### src/rtl/fractal_sync_mp_cnt_rf.sv
// rtl/fractal_sync_mp_cnt_rf.sv - multi-port arrival counter register file with per-entry thresholds
// Optional: define FRACTAL_SYNC_CNT_RF_PERF_EN to add the perf_cnt_o completion counter.
module fractal_sync_mp_cnt_rf #(
    parameter int N_REGS      = 4,
    parameter int IDX_WIDTH   = 2,
    parameter int N_PORTS     = 4,
    parameter int CNT_WIDTH   = 4,
    parameter int DEFAULT_THR = 2
) (
    input  logic                           clk_i,
    input  logic                           rst_i,
    input  logic [N_PORTS-1:0]             req_valid_i,
    input  logic [N_PORTS*IDX_WIDTH-1:0]   req_idx_i,
    output logic [N_PORTS-1:0]             req_ready_o,
    input  logic                           cfg_we_i,
    input  logic [IDX_WIDTH-1:0]           cfg_idx_i,
    input  logic [CNT_WIDTH-1:0]           cfg_thr_i,
    output logic [N_REGS-1:0]              done_o,
    output logic [N_REGS-1:0]              busy_o,
    output logic [N_REGS-1:0]              err_o,
    output logic                           oor_err_o
`ifdef FRACTAL_SYNC_CNT_RF_PERF_EN
    ,
    output logic [31:0]                    perf_cnt_o
`endif
);

    if ((2 ** IDX_WIDTH) < N_REGS) begin : g_idx_width_chk
        $fatal(1, "IDX_WIDTH too small for N_REGS");
    end
    if (CNT_WIDTH < $clog2(N_PORTS + 1)) begin : g_cnt_width_chk
        $fatal(1, "CNT_WIDTH too small for N_PORTS");
    end

    localparam logic [IDX_WIDTH:0]   NREGS_W   = (IDX_WIDTH + 1)'(N_REGS);
    localparam logic [CNT_WIDTH-1:0] DEF_THR_W = CNT_WIDTH'(DEFAULT_THR);

    logic [CNT_WIDTH-1:0] cnt_q [N_REGS];
    logic [CNT_WIDTH-1:0] thr_q [N_REGS];
    logic [N_REGS-1:0]    done_q;
    logic [N_REGS-1:0]    err_q;
    logic                 oor_q;

    logic [CNT_WIDTH-1:0] inc   [N_REGS];
    logic [CNT_WIDTH:0]   sum   [N_REGS];
    logic                 req_oor;
    logic                 cfg_oor;

    // A cfg write stalls only the ports aiming at the entry being rewritten.
    always_comb begin
        for (int p = 0; p < N_PORTS; p++) begin
            req_ready_o[p] = !(cfg_we_i && (cfg_idx_i == req_idx_i[p*IDX_WIDTH +: IDX_WIDTH]));
        end
    end

    always_comb begin
        req_oor = 1'b0;
        for (int e = 0; e < N_REGS; e++) begin
            inc[e] = '0;
        end
        for (int p = 0; p < N_PORTS; p++) begin
            if (req_valid_i[p] && req_ready_o[p]) begin
                if ({1'b0, req_idx_i[p*IDX_WIDTH +: IDX_WIDTH]} >= NREGS_W) begin
                    req_oor = 1'b1;
                end
                for (int e = 0; e < N_REGS; e++) begin
                    if (req_idx_i[p*IDX_WIDTH +: IDX_WIDTH] == IDX_WIDTH'(e)) begin
                        inc[e] = inc[e] + CNT_WIDTH'(1);
                    end
                end
            end
        end
        // One extra bit so an overshooting arrival burst cannot wrap below thr.
        for (int e = 0; e < N_REGS; e++) begin
            sum[e] = {1'b0, cnt_q[e]} + {1'b0, inc[e]};
        end
    end

    assign cfg_oor = cfg_we_i && ({1'b0, cfg_idx_i} >= NREGS_W);

    always_ff @(posedge clk_i) begin
        if (rst_i) begin
            for (int e = 0; e < N_REGS; e++) begin
                cnt_q[e] <= '0;
                thr_q[e] <= DEF_THR_W;
            end
            done_q <= '0;
            err_q  <= '0;
            oor_q  <= 1'b0;
        end else begin
            if (req_oor || cfg_oor) begin
                oor_q <= 1'b1;
            end
            for (int e = 0; e < N_REGS; e++) begin
                if (cfg_we_i && (cfg_idx_i == IDX_WIDTH'(e))) begin
                    thr_q[e]  <= cfg_thr_i;
                    cnt_q[e]  <= '0;
                    err_q[e]  <= 1'b0;
                    done_q[e] <= 1'b0;
                end else begin
                    done_q[e] <= 1'b0;
                    if (thr_q[e] == '0) begin
                        if (inc[e] != '0) begin
                            err_q[e] <= 1'b1;
                        end
                    end else if (sum[e] >= {1'b0, thr_q[e]}) begin
                        cnt_q[e]  <= '0;
                        done_q[e] <= 1'b1;
                        if (sum[e] > {1'b0, thr_q[e]}) begin
                            err_q[e] <= 1'b1;
                        end
                    end else begin
                        cnt_q[e] <= sum[e][CNT_WIDTH-1:0];
                    end
                end
            end
        end
    end

    always_comb begin
        for (int e = 0; e < N_REGS; e++) begin
            busy_o[e] = (cnt_q[e] != '0);
        end
    end

    assign done_o    = done_q;
    assign err_o     = err_q;
    assign oor_err_o = oor_q;

`ifdef FRACTAL_SYNC_CNT_RF_PERF_EN
    logic [31:0] perf_q;

    always_ff @(posedge clk_i) begin
        if (rst_i) begin
            perf_q <= '0;
        end else begin
            perf_q <= perf_q + 32'($countones(done_q));
        end
    end

    assign perf_cnt_o = perf_q;
`endif

endmodule

### config.mk
export PLATFORM = sky130hd
export DESIGN_NAME = fractal_sync_mp_cnt_rf
export DESIGN_NICKNAME = d
export VERILOG_FILES = /design/src/rtl/fractal_sync_mp_cnt_rf.sv
export SDC_FILE = /design/constraint.sdc
export NUM_CORES = 1
export LEC_CHECK = 0
export ABC_CLOCK_PERIOD_IN_PS = 14100
export CORE_MARGIN = 5
export CORE_UTILIZATION = 45
export CTS_BUF_LIST = sky130_fd_sc_hd__clkbuf_4 sky130_fd_sc_hd__clkbuf_8
export DETAILED_ROUTE_END_ITERATION = 10
export PLACE_DENSITY = 0.66
export SYNTH_ARGS = -nofsm -noshare
export SYNTH_HDL_FRONTEND = slang
export SYNTH_SLANG_ARGS = --single-unit
### constraint.sdc
create_clock -name clk_i -period 14.1 [get_ports clk_i]
set_input_delay 2.82 -clock clk_i [delete_from_list [all_inputs] [get_ports clk_i]]
set_output_delay 2.82 -clock clk_i [all_outputs]
set_load 0.005 [all_outputs]
=== Word level (Yosys, flattened, before mapping) ===
Memories as Yosys holds them, arrays and structs flattened.
Cells that the tools add are included.
Widths: inputs -> output; s select.

* Register bits after elaboration: 8
* Memories: 2
* Output and inout port bits: 17
* Memory bits (writable): 32
* Input bits: 21

* Reductions and logical operators: 49
* Add/sub/neg operators: 16
* Bitwise gates (word level): 16
* Multiplexer cells: 106
* Magnitude comparators: 8
* Equality and inequality tests: 23

{| class="wikitable"
|+ Memories
! memory !! words !! width !! rd ports !! clocked after Yosys merged registers in !! write ports !! RTL line !! RTL
|-
| cnt_q || 4 || 4 || 4 || 0 || 4 || 38 || <nowiki>logic [CNT_WIDTH-1:0] cnt_q [N_REGS];</nowiki>
|-
| thr_q || 4 || 4 || 4 || 0 || 4 || 39 || <nowiki>logic [CNT_WIDTH-1:0] thr_q [N_REGS];</nowiki>
|}

{| class="wikitable"
|+ Operators with widths
! operator !! number
|-
| $mux 4 || 28
|-
| $mux 1 || 74
|-
| $add 4x1->4 const B || 12
|-
| $mux 16 || 3
|-
| $reduce_bool 4->1 || 8
|-
| $add 4x4->5 || 4
|-
| $eq 2x2->1 const B || 10
|-
| $ge 5x4->1 || 4
|-
| $gt 5x4->1 || 4
|-
| $logic_not 4->1 || 4
|-
| $or 1x1->1 || 16
|-
| $reduce_bool 2->1 || 8
|-
| $mux 13 || 1
|-
| $logic_and 1x1->1 || 12
|-
| $reduce_and 3->1 || 4
|-
| $eq 2x1->1 const B || 5
|-
| $logic_not 2->1 || 5
|-
| $eq 2x2->1 || 4
|-
| $ne 2x1->1 const B || 4
|-
| $reduce_or 2->1 || 4
|-
| $logic_not 1->1 || 4
|}

=== Longest topological paths before layout ===
* Depth in word-level cells: 23
* Gate-level depth with buffers: 22
* Gate-level depth less buffers: 21

=== Least setup slack after synthesis ===
Ideal clock, no wire load.

* Path kind: input-to-reg
* Start point: input port cfg_we_i
* End point: memory cnt_q[1][2], data pin
* Arrival time: 7.047 ns
* Cell stages on the path: 21
* Buffers on the path: 1
* Path slack: 6.913 ns
* Data required time: 13.960 ns
* Cells stage by stage: buf_2 nand3b_1 and4b_1 ha_1 mux2_4 ha_1 mux2_2 ha_1 mux2i_1 inv_1 ha_1 a21o_1 a21oi_1 xor2_1 inv_1 ha_1 inv_1 a31oi_1 or3_1 or3_1 nor2b_1

{| class="wikitable"
|+ RTL lines
! element !! RTL line !! RTL
|-
| start, declared || 15 || <nowiki>input logic cfg_we_i,</nowiki>
|-
| end, declared || 38 ||
|}

==> run_results.csv <==
group,metric,value,unit
global_route,grt_max_degree,14,
timing,holdWs,0.594,ns
final_layout,layout-drive-gt1-share,4.75,%
status,status,"complete, no violations",
detailed_routing,drt_iter0_drc,98,
clocking,cts_buffer_depth,2,
clocking,cts_buffers,5,
yosys,synth_area_per_cell,9.38,sq um
yosys,ys_seq_area_share,31.0,%
floorplanning,die_area,0.00992,sq mm
timing,finalCriticalPeriod,8.03,ns
global_route,grt_pass1_wl,13300,um
worst_hold_path,min_path_type,"reg -> reg",
worst_setup_path,worstPathArrival,8.18,ns
floorplanning,io_pins,38,
clocking,clock_latency,0.29,ns
pwr,clkPwrFrac,23.2,%
timing,rsz0062_at_grt,"false",
pwr,internal-power,0.247,mW
yosys,ys_seq_elements,40,
worst_hold_path,hold_path_depth,2,
floorplanning,die_y,99.6,um
timing,hold_violations,0,
floorplanning,initial_core_util,46.5,%
clocking,cts_hold_buf,0,
clocking,cts.sinks,40,
yosys,synth_cells,385,
detailed_routing,drt_first_pass_iters,4,
final_layout,register_area,0.00112,sq mm
global_route,grt_pass1_vias,2888,
timing,fin_crit_sh,56.9,%
yosys,synthFlopType,"edfxtp_1",
clocking,cts_resized,0,
flow_run,max-cap-violations,0,
detailed_routing,wire_per_inst,15.0,um
worst_setup_path,path_cells,"clkdlybuf4s50_1 > nand3_1 > and4_1 > ha_1 > mux2i_2 > inv_1 > ha_1 > inv_1 > o21ai_0 > ha_1 > mux2i_1 > inv_1 > ha_1 > a21o_1 > a21oi_1 > xnor2_1 > ha_1 > inv_1 > a31oi_1 > or3_1 > or3_1 > nor2b_1",
worst_setup_path,r2r_setup_slack,11.24,ns
yosys,syn-cell-area,0.00361,sq mm
detailed_routing,vias,2827,
detailed_routing,drc,0,
worst_setup_path,r2r-end,"cnt_q[0][1]",
global_route,antenna_found_initial,0,
timing,fmax,125,MHz
worst_setup_path,reg2reg_depth,11,
timing,finalSetupTns,0,ns
worst_setup_path,crit_path_start_kind,"input pin",
worst_setup_path,r2r-start,"cnt_q[0][0]",
floorplanning,core_area,0.00777,sq mm
final_layout,fill_cells,713,
pwr,seq_power_share,41.7,%
pwr,p_sw_share,31.1,%
clocking,root_buffer,"clkbuf_8",
placement,io_buffers,36,
final_layout,nets,489,
floorplanning,die_w,99.6,um
pwr,p_switching,0.111,mW
yosys,synthArstFlopShare,0,%
global_route,track_usage,16.5,%
pwr,cellPowerDensity,86.3,mW/mm^2
pwr,comb_power_share,35.1,%
placement,hpwl,6500,um
final_layout,antennaDiodeCount,0,
worst_setup_path,cp.buffers_inverters,5,
yosys,syn-num-nets,454,
yosys,synth_cell_types,54,
worst_setup_path,crit_type,"in -> reg",
timing,slew_violations,0,
worst_setup_path,cp.required,14.25,ns
clocking,post_cts_buffers,0,
worst_setup_path,crit_path_max_fanout,13,
global_route,grt_overflow,0,
clocking,htreeDepth,2,
timing,timing.slew.headroom,28.0,%
worst_setup_path,cp_slowest_cell,"clkdlybuf4s50_1",
worst_setup_path,cp_slowest_stage_delay,0.79,ns
worst_setup_path,critical-path-top-delay-family,"adder cells",
yosys,ys.warnings.count,0,
worst_setup_path,critPathLaunch,"cfg_idx_i[1]",
pwr,ir_worst_vdd,43.7,uV
floorplanning,placementRows,32,
yosys,synth-edff-count,32,
clocking,cts_tree,"built",
worst_setup_path,crit_cells,22,
detailed_routing,ant_nets,0,
final_layout,multi_input_area,0.00228,sq mm
worst_setup_path,critical_path.endpoint,"cnt_q[3][2]",
timing,finalSetupViolations,0,
final_layout,area_growth,14.9,%
detailed_routing,vias_per_cell,5.41,
clocking,clk_pin_slew,0.07,ns
pwr,p_leak,1.95,nW
worst_setup_path,end_kind,"flop",
placement,gp_congestion,0.840,
worst_setup_path,cpMostUsedCell,"ha_1",
detailed_routing,wl,7870,um
timing,clock_skew,0.00587,ns
timing,tightest_slew,1.06,ns
cell usage after synthesis (9+ instances only):
cell / number / area share, %
nand2_1: 20 / 2.1
and2_1: 18 / 3.1
nand2b_1: 9 / 1.6
ha_1: 44 / 15
xnor2_1: 16 / 3.9
a21oi_1: 10 / 1.4
nor2b_1: 13 / 2.3
nor3_1: 11 / 1.5
a21o_1: 10 / 2.1
xor2_1: 12 / 2.9
inv_1: 43 / 4.5
edfxtp_1: 32 / 27
nand3_1: 12 / 1.7
nor2_1: 24 / 2.5
metal layers:
| layer | vias up | track usage [%] | routed length (um) | part of all wire, % |
|---|---|---|---|---|
| met3 | 9 | 3.09 | 203 | 2.6 |
| met2 | 39 | 29.7 | 4000 | 51 |
| met1 | 1329 | 20.3 | 3580 | 46 |
| li1 | 1450 | - | - | - |
| met5 | - | 0 | 0 | 0 |
| met4 | 0 | 3.68 | 77 | 0.98 |
flip-flops by register name, indices dropped and copies added (netlist names):
register,cells
cnt_q,16
done_o,4
thr_q,16
err_o,4
layout by cell type (no fill, tap or decap), types with 3 or more instances in the layout:
cell type        count
a21o_1              10
a21oi_1             10
a31oi_1              4
a41oi_1              3
and2_1              18
and3_1               7
and4_1               4
clkbuf_8             6
clkdlybuf4s50_1     36
dfxtp_1              8
edfxtp_1            32
fa_1                 4
ha_1                44
inv_1               43
mux2i_1              7
nand2_1             20
nand2b_1             9
nand3_1             12
nor2_1              24
nor2b_1             13
nor3_1              11
nor4_1               4
o21ai_0              8
o221ai_1             3
o22a_1               3
o41ai_1              3
or3_1                7
or4_1                6
xnor2_1             16
xor2_1              12
worst min-delay path: stages (launching register included):
cell,delay [ns]
dfxtp_1,0.33
nor2_1,0.11
a41oi_1,0.11
cell type report:
| cell class | count | share of cell area [%] |
|---|---|---|
| clock buffers | 8 | 2.35 |
| flip-flops and latches | 40 | 27.0 |
| repair buffers | 36 | 8.68 |
| multi-input cells | 294 | 55.0 |
| inverters | 43 | 3.89 |
| well taps | 102 | 3.07 |
stage by stage:
step | instance area, sq um | util (%) | total power [mW] | setup WS, ns | instances
finish | 4150 | 53.4 | 0.358 | 6.07 | 523
global route | 4150 | 53.4 | 0.384 | 5.64 | 523
CTS | 4150 | 53.4 | 0.361 | 6.09 | 523
detailed placement | 4050 | 52.2 | 0.278 | 5.82 | 515
global placement | 4050 | 52.2 | 0.274 | 5.86 | 515
floorplan | 3610 | - | 0.231 | 6.91 | 385
kinds of logic after synthesis:
logic type / after synthesis / share of synthesized area [%]
muxes: 12 / 3.78
xor gates and xnor gates: 29 / 7.24
adders and majority gates: 48 / 17.5
DFF: 40 / 31.0
AOI/OAI and AO/OA: 53 / 10.4
buffers and inverters: 51 / 5.75
other: 1 / 0.104
and+or+nand+nor: 151 / 24.2
worst min-delay path by stage:
| stage | start | end | slack [ns] |
|---|---|---|---|
| finish | err_o[3] | err_o[3] | 0.59 |
| global route | err_o[3] | err_o[3] | 0.61 |
| CTS | err_o[2] | err_o[2] | 0.61 |
| detailed placement | err_o[3] | err_o[3] | 0.59 |
| global placement | err_o[2] | err_o[2] | 0.59 |
| floorplan | err_o[1] | err_o[1] | 0.56 |
power groups by stage:
stage / sequential [mW] / clock [mW] / combinational, mW
floorplan: 0.150 / 0 / 0.0809
global placement: 0.152 / 0 / 0.122
detailed placement: 0.152 / 0 / 0.126
CTS: 0.150 / 0.0841 / 0.127
global route: 0.151 / 0.0907 / 0.142
finish: 0.149 / 0.0831 / 0.126
Power figures use the tool's default switching activity.
